`config.mk`:
```
export PLATFORM = sky130hd
export DESIGN_NAME = vir_key_debounce
export DESIGN_NICKNAME = d
export VERILOG_FILES = /design/src/rtl/vir_key_debounce.sv
export SDC_FILE = /design/constraint.sdc
export NUM_CORES = 1
export LEC_CHECK = 0
export CAP_MARGIN = 20
export CORE_MARGIN = 1
export CORE_UTILIZATION = 59
export DETAILED_ROUTE_END_ITERATION = 6
export PLACE_DENSITY = 0.92
export SYNTH_ARGS = -nofsm -noshare
export SYNTH_HDL_FRONTEND = slang
export SYNTH_SLANG_ARGS = --single-unit
```
`constraint.sdc`:
```
create_clock -name clk -period 5.3 [get_ports clk]
set_input_delay 1.06 -clock clk [delete_from_list [all_inputs] [get_ports clk]]
set_output_delay 1.06 -clock clk [all_outputs]
set_load 0.005 [all_outputs]
```
`src/rtl/vir_key_debounce.sv`:
```
// Key debouncer: 2-flop synchronizer feeding a four-state qualify FSM.
// A level change commits only after T_STABLE consecutive agreeing samples.
module vir_key_debounce #(
    parameter logic [17:0] T_STABLE = 18'd160000
) (
    input  logic       clk,
    input  logic       rst_n,
    input  logic       in_sig,
    input  logic       bounce_clr,
    output logic       key_level,
    output logic       press_pulse,
    output logic       release_pulse,
    output logic       busy,
    output logic [7:0] bounce_cnt
);

    typedef enum logic [1:0] {
        IDLE_HIGH  = 2'd0,
        CHECK_LOW  = 2'd1,
        IDLE_LOW   = 2'd2,
        CHECK_HIGH = 2'd3
    } state_t;

    state_t      state, state_nxt;
    logic [17:0] count, count_nxt;
    logic        sync_p0, sync_p1;
    logic        commit_press, commit_release, reject;
    logic        key_level_nxt, busy_nxt;
    logic [7:0]  bounce_cnt_nxt;

    function automatic logic [7:0] sat_inc8(input logic [7:0] v);
        return (v == 8'hFF) ? v : v + 8'd1;
    endfunction

    // Synchronizer stage; idles high so reset looks like a released key.
    always_ff @(posedge clk or negedge rst_n) begin
        if (!rst_n) begin
            sync_p0 <= 1'b1;
            sync_p1 <= 1'b1;
        end else begin
            sync_p0 <= in_sig;
            sync_p1 <= sync_p0;
        end
    end

    always_ff @(posedge clk or negedge rst_n) begin
        if (!rst_n) begin
            state         <= IDLE_HIGH;
            count         <= 18'd0;
            key_level     <= 1'b1;
            press_pulse   <= 1'b0;
            release_pulse <= 1'b0;
            busy          <= 1'b0;
            bounce_cnt    <= 8'd0;
        end else begin
            state         <= state_nxt;
            count         <= count_nxt;
            key_level     <= key_level_nxt;
            press_pulse   <= commit_press;
            release_pulse <= commit_release;
            busy          <= busy_nxt;
            bounce_cnt    <= bounce_cnt_nxt;
        end
    end

    always_comb begin
        state_nxt      = state;
        count_nxt      = count;
        commit_press   = 1'b0;
        commit_release = 1'b0;
        reject         = 1'b0;
        case (state)
            IDLE_HIGH: begin
                count_nxt = 18'd0;
                if (!sync_p1) state_nxt = CHECK_LOW;
            end
            CHECK_LOW: begin
                if (sync_p1) begin
                    state_nxt = IDLE_HIGH;
                    count_nxt = 18'd0;
                    reject    = 1'b1;
                end else if (count == T_STABLE - 18'd1) begin
                    state_nxt    = IDLE_LOW;
                    count_nxt    = 18'd0;
                    commit_press = 1'b1;
                end else begin
                    count_nxt = count + 18'd1;
                end
            end
            IDLE_LOW: begin
                count_nxt = 18'd0;
                if (sync_p1) state_nxt = CHECK_HIGH;
            end
            CHECK_HIGH: begin
                if (!sync_p1) begin
                    state_nxt = IDLE_LOW;
                    count_nxt = 18'd0;
                    reject    = 1'b1;
                end else if (count == T_STABLE - 18'd1) begin
                    state_nxt      = IDLE_HIGH;
                    count_nxt      = 18'd0;
                    commit_release = 1'b1;
                end else begin
                    count_nxt = count + 18'd1;
                end
            end
            default: begin
                state_nxt = IDLE_HIGH;
                count_nxt = 18'd0;
            end
        endcase
    end

    // Outputs are computed from the next state so they register alongside it.
    always_comb begin
        key_level_nxt = key_level;
        if (commit_press)
            key_level_nxt = 1'b0;
        else if (commit_release)
            key_level_nxt = 1'b1;
        busy_nxt = (state_nxt == CHECK_LOW) || (state_nxt == CHECK_HIGH);
        if (bounce_clr)
            bounce_cnt_nxt = 8'd0;
        else if (reject)
            bounce_cnt_nxt = sat_inc8(bounce_cnt);
        else
            bounce_cnt_nxt = bounce_cnt;
    end

endmodule

```
==> summary.txt, run 1 <==
P per Cell Area: 239 mW/mm^2
CTS tree: yes
placement row count: 18
crit start category: flip-flop
Reg clk slew, reported paths: 0.10 ns
Worst path depth: 1
Peak VDD IR: 0.243 mV
routed len/inst: 15.0 microns
vias per cell: 5.91
share of the cycle needed by the critical path after routing: 0.461
Synth top area share: 0.475
Place WS: 3.22 ns
max_slew headroom: 0.490
WS Path Type: flip-flop to output pin
# DRC: 0
number of cells on the worst reg-to-reg path: 4
gr usage total: 0.247
clk_skew: 0.0128 ns
Pleak: 0.752 nW
syn_area_per_cell: 10.4 sq um
register bit total from synthesis: 33
clk_lat worst skew: 0.34 ns
vias in the first global route: 1128
asr flop ratio synth: 1.00
Post-synth top cells: dfrtp_1, nor2_1, inv_1, nand4_1, xnor2_1
post-CTS setup buffers: 0
chip height: 53.7 microns
crit path from: key_level
final max-slew violation count: 0
CP max-delay cell: dfstp_2
sequential fraction of the synthesis area: 0.525
Starting DRT DRC Count: 19
worst-path maximum fanout: 3
Final Power: 0.439 mW
worst r2r src: count[8]
Synth cell types: 35
CP max stage delay: 0.55 ns
H-Tree Depth: 2
TritonCTS Buffers: 5
via count: 1205
CTS Hold Bufs: 0
r2r setup slk: 3.23 ns
Antenna Diode Count: 0
Critical Path RT: 4.24 ns
Clock Tree Buf Depth: 2
Synthesis Warnings: 0
worst hold path class: flip-flop to flip-flop
DP HPWL: 2.13 mm
critical-path cell list: clkdlybuf4s50_1
first-pass iteration count of the detailed router: 5
core area: 0.00250 sq mm
Syn Nets: 158
dominant cells by area after synthesis: dfrtp_1, dfstp_2, nor2_1, xnor2_1, nand4_1
crit path capture: key_level
DRT Wirelength: 3.05 mm
largest net degree at the start of global routing: 34
die area: 0.00289 sq mm
Setup Viol. Count Final: 0
crit path capture type: output pin
setup ws final: 2.86 ns
Synth-to-Final Area Change: 16.2%
RSZ-0062 raised after global routing: false
cell family with most CP delay: flip-flops
Die X: 53.7 microns
worst slew pin tran: 0.763 ns
final hold vios: 0
post-route antenna net violation count: 0
min cycle time layout: 2.44 ns
routability cong.: 0.770
Buf/Inv on CP: 1
clk sink count: 33
I/O pin cnt: 16
MaxCap Viol Count: 0
r2r endpoint: count[2]
Starting Density: 0.632
achievable clock frequency: 0.410 GHz
grt total ovfl: 0
global-route wire length before repair: 4.90 mm
run status: complete, no violations
Port Buffer Count: 15
nets@finish: 179
CP arrival: 1.38 ns
layout cells sized above 1: 0.109
initial antenna violation count: 0
setup_tns: 0 ns
post-CTS resize count: 0
top-count cell post-synth: dfrtp_1
top cell type by total area after synthesis: dfrtp_1
Top FF cell, synth: dfrtp_1
Post-synth EDFFs: 0
Post-Syn Instances: 152
clock root buffer master: clkbuf_4
Post-Syn Area: 0.00158 sq mm
[placed cells by master (no fill, tap or decap), types with 2 or more instances in the layout]
cell,count
nor2_1,21
nand4_1,9
o21ai_0,5
or4_1,3
nor4_1,4
clkbuf_8,2
nor4b_1,2
dfrtp_1,30
xnor2_1,9
clkbuf_4,5
mux2i_1,3
nand2_1,6
or3_4,2
nand3_1,8
nor3_1,2
inv_1,9
and3_1,2
dfstp_2,3
clkdlybuf4s50_1,15
o31ai_1,3
a21oi_1,6
ha_1,2
or3_1,3
xor2_1,6
[stage by stage]
stage	util	cells	cell area, sq um	hold WS (ns)
2_1_floorplan	-	152	1580	0.345
3_3_place_gp	0.706	196	1770	0.351
3_5_place_dp	0.706	196	1770	0.353
4_1_cts	0.734	204	1840	0.367
5_1_grt	0.734	204	1840	0.369
6_report	0.734	204	1840	0.365
[where the power goes]
| group | leakage (nW) | internal, mW | total, mW | switching (mW) |
|---|---|---|---|---|
| sequential | 0.446 | 0.255 | 0.259 | 0.00370 |
| clock | 0.0413 | 0.0768 | 0.160 | 0.0833 |
| combinational | 0.265 | 0.00772 | 0.0197 | 0.0120 |
| total | 0.752 | 0.340 | 0.439 | 0.0990 |
[metal layers]
| layer | routed length [microns] | track usage | up-vias |
|---|---|---|---|
| li1 | - | - | 582 |
| met1 | 1380 | 0.306 | 596 |
| met2 | 1550 | 0.403 | 24 |
| met3 | 97 | 0.0593 | 3 |
| met4 | 32 | 0.118 | 0 |
| met5 | 0 | 0 | - |
[kinds of logic after synthesis]
family | Yosys count | synth area share
AO/OA/AOI/OAI | 19 | 0.0769
XOR/XNOR | 16 | 0.0935
buffers and inverters | 11 | 0.0269
multiplexers | 3 | 0.0190
flip-flops | 33 | 0.525
AND/OR/NAND/NOR | 68 | 0.242
adder cells (fa/ha/maj) | 2 | 0.0158
[sequential cells by signal (all words and copies together) (netlist names)]
signal         flops
key_level          1
release_pulse      1
press_pulse        1
bounce_cnt         8
sync_p0            1
count             18
busy               1
state              1
sync_p1            1
[cell type report]
| type | count | area [sq um] |
|---|---|---|
| clock buffer | 7 | 65.1 |
| clock inverter | 1 | 5.00 |
| fill | 179 | 664 |
| inverter | 9 | 33.8 |
| multi-input combinational | 108 | 707 |
| sequential | 33 | 830 |
| tap | 30 | 37.5 |
| timing repair buffer | 16 | 158 |
[worst min path at each step]
stage | slack, ns | to | startpoint | depth (start not counted)
2_1_floorplan | 0.35 | sync_p1 | sync_p0 | 0
3_3_place_gp | 0.35 | sync_p1 | sync_p0 | 0
3_5_place_dp | 0.35 | sync_p1 | sync_p0 | 0
4_1_cts | 0.37 | sync_p1 | sync_p0 | 0
5_1_grt | 0.37 | sync_p1 | sync_p0 | 0
6_report | 0.36 | sync_p1 | sync_p0 | 0
Power figures use the tool's default switching activity.
==> run 2, diff against run 1 <==
--- a/config.mk
+++ b/config.mk
@@ -7,9 +7,9 @@
 export LEC_CHECK = 0
 export CAP_MARGIN = 20
 export CORE_MARGIN = 1
-export CORE_UTILIZATION = 59
+export CORE_UTILIZATION = 55
 export DETAILED_ROUTE_END_ITERATION = 6
-export PLACE_DENSITY = 0.92
+export PLACE_DENSITY = 0.88
 export SYNTH_ARGS = -nofsm -noshare
 export SYNTH_HDL_FRONTEND = slang
 export SYNTH_SLANG_ARGS = --single-unit
==> constraint.sdc (replaced) <==
create_clock -name clk -period 2.25 [get_ports clk]
set_input_delay 0.45 -clock clk [delete_from_list [all_inputs] [get_ports clk]]
set_output_delay 0.45 -clock clk [all_outputs]
set_load 0.005 [all_outputs]
==> run 2 against run 1 <==
Setup slack lost 2.5 ns. Sequential power grew 140%. Worst hold slack lost 0.0051 ns. Final area shrank 0.14%. Non-clock buffer count grew 1. Highest routed layer unchanged.
==> summary.txt, run 2 (synthesis results as in run 1) <==
run status: complete, no violations
via count: 1213
cell family with most CP delay: buffers and inverters
routability cong.: 0.845
MaxCap Viol Count: 0
worst hold path class: flip-flop to flip-flop
DRT Wirelength: 3.10 mm
r2r endpoint: key_level
initial antenna violation count: 0
final cell count without fillers: 206
final max-slew violation count: 0
Die X: 55.6 microns
most frequent cells in the layout: dfrtp_1, nor2_1, clkdlybuf4s50_1
placement row count: 19
number of cells on the worst reg-to-reg path: 5
largest net degree at the start of global routing: 34
placed insts: 198
gr usage total: 0.219
Critical Path RT: 1.80 ns
CP arrival: 1.41 ns
share of the cycle needed by the critical path after routing: 0.826
I/O pin cnt: 16
CTS tree: yes
layout cells sized above 1: 0.103
setup_tns: 0 ns
Pleak: 0.748 nW
# DRC: 0
chip height: 55.6 microns
Setup Viol. Count Final: 0
CP max-delay cell: clkdlybuf4s50_1
CTS Hold Bufs: 0
hold endpoint: sync_p1
Starting Density: 0.578
worst-path maximum fanout: 6
vias per cell: 5.89
core area: 0.00273 sq mm
Reg clk slew, reported paths: 0.10 ns
post-CTS setup buffers: 0
crit start category: flip-flop
Place WS: 0.432 ns
CP max stage delay: 0.56 ns
clk_skew: 0.0152 ns
worst slew pin tran: 0.471 ns
worst r2r src: count[0]
Peak VDD IR: 0.567 mV
Port Buffer Count: 15
WS Path Type: flip-flop to output pin
crit path capture type: output pin
final hold vios: 0
first-pass iteration count of the detailed router: 5
global-route wire length before repair: 5.19 mm
setup ws final: 0.393 ns
fin util: 0.670
vias in the first global route: 1217
Synth-to-Final Area Change: 16.1%
critical-path cell list: clkdlybuf4s50_1
Clock Tree Buf Depth: 2
Antenna Diode Count: 0
clock root buffer master: clkbuf_4
r2r setup slk: 0.40 ns
Worst path depth: 1
routed len/inst: 15.0 microns
RSZ-0062 raised after global routing: false
post-route antenna net violation count: 0
post-CTS resize count: 0
DP HPWL: 2.26 mm
P per Cell Area: 545 mW/mm^2
Buf/Inv on CP: 1
H-Tree Depth: 2
achievable clock frequency: 0.538 GHz
clk_lat worst skew: 0.34 ns
die area: 0.00309 sq mm
grt total ovfl: 0
max_slew headroom: 0.683
Hold Path Stages: 0
largest registers: count x18, bounce_cnt x8
TritonCTS Buffers: 5
nets@finish: 180
clk sink count: 33
Starting DRT DRC Count: 41
Largest register FFs: 18
min cycle time layout: 1.86 ns
Biggest register: count
Hold Crit Start: sync_p0
commonest non-fill, non-tap cell in the layout: dfrtp_1
run 2: changes by cell type in the layout (fill, tap and decap cells not counted):
cell      delta
clkbuf_1     +2
buf_4        +1
clkbuf_8     -1
clkinv_2     -1
run 2: final cells by class:
cell class / count / area [sq um]
inverters: 9 / 33.8
flip-flops and latches: 33 / 830
multi-input cells: 108 / 707
clock buffers: 8 / 58.8
fillers: 192 / 901
repair buffers: 17 / 165
well taps: 31 / 38.8
run 2: metal layers:
layer,track usage,share of wire,vias to the layer above
li1,-,-,584
met1,0.261,0.43,584
met2,0.360,0.49,38
met3,0.0744,0.055,7
met4,0.100,0.021,0
met5,0,0,-
run 2: metrics by stage:
step / total power [mW] / hold slack, ns / cell area [sq um]
2_1_floorplan: 0.638 / 0.154 / 1580
4_1_cts: 1.01 / 0.360 / 1830
3_5_place_dp: 0.669 / 0.347 / 1770
3_3_place_gp: 0.666 / 0.348 / 1770
6_report: 0.999 / 0.360 / 1830
5_1_grt: 1.03 / 0.364 / 1830
run 2: worst max path at each step:
stage                      endpoint  slack (ns)     start
after floorplan           key_level        0.56  count[0]
after global placement    key_level        0.49  count[0]
after detailed placement  key_level        0.43  count[0]
after CTS                      busy        0.40      busy
after global routing      key_level        0.33  count[0]
final                          busy        0.39      busy
run 2: where the power goes:
group | switching, mW | leakage, nW | internal, mW
registers | 0.00852 | 0.446 | 0.601
clock network | 0.188 | 0.0326 | 0.154
logic | 0.0281 | 0.269 | 0.0192
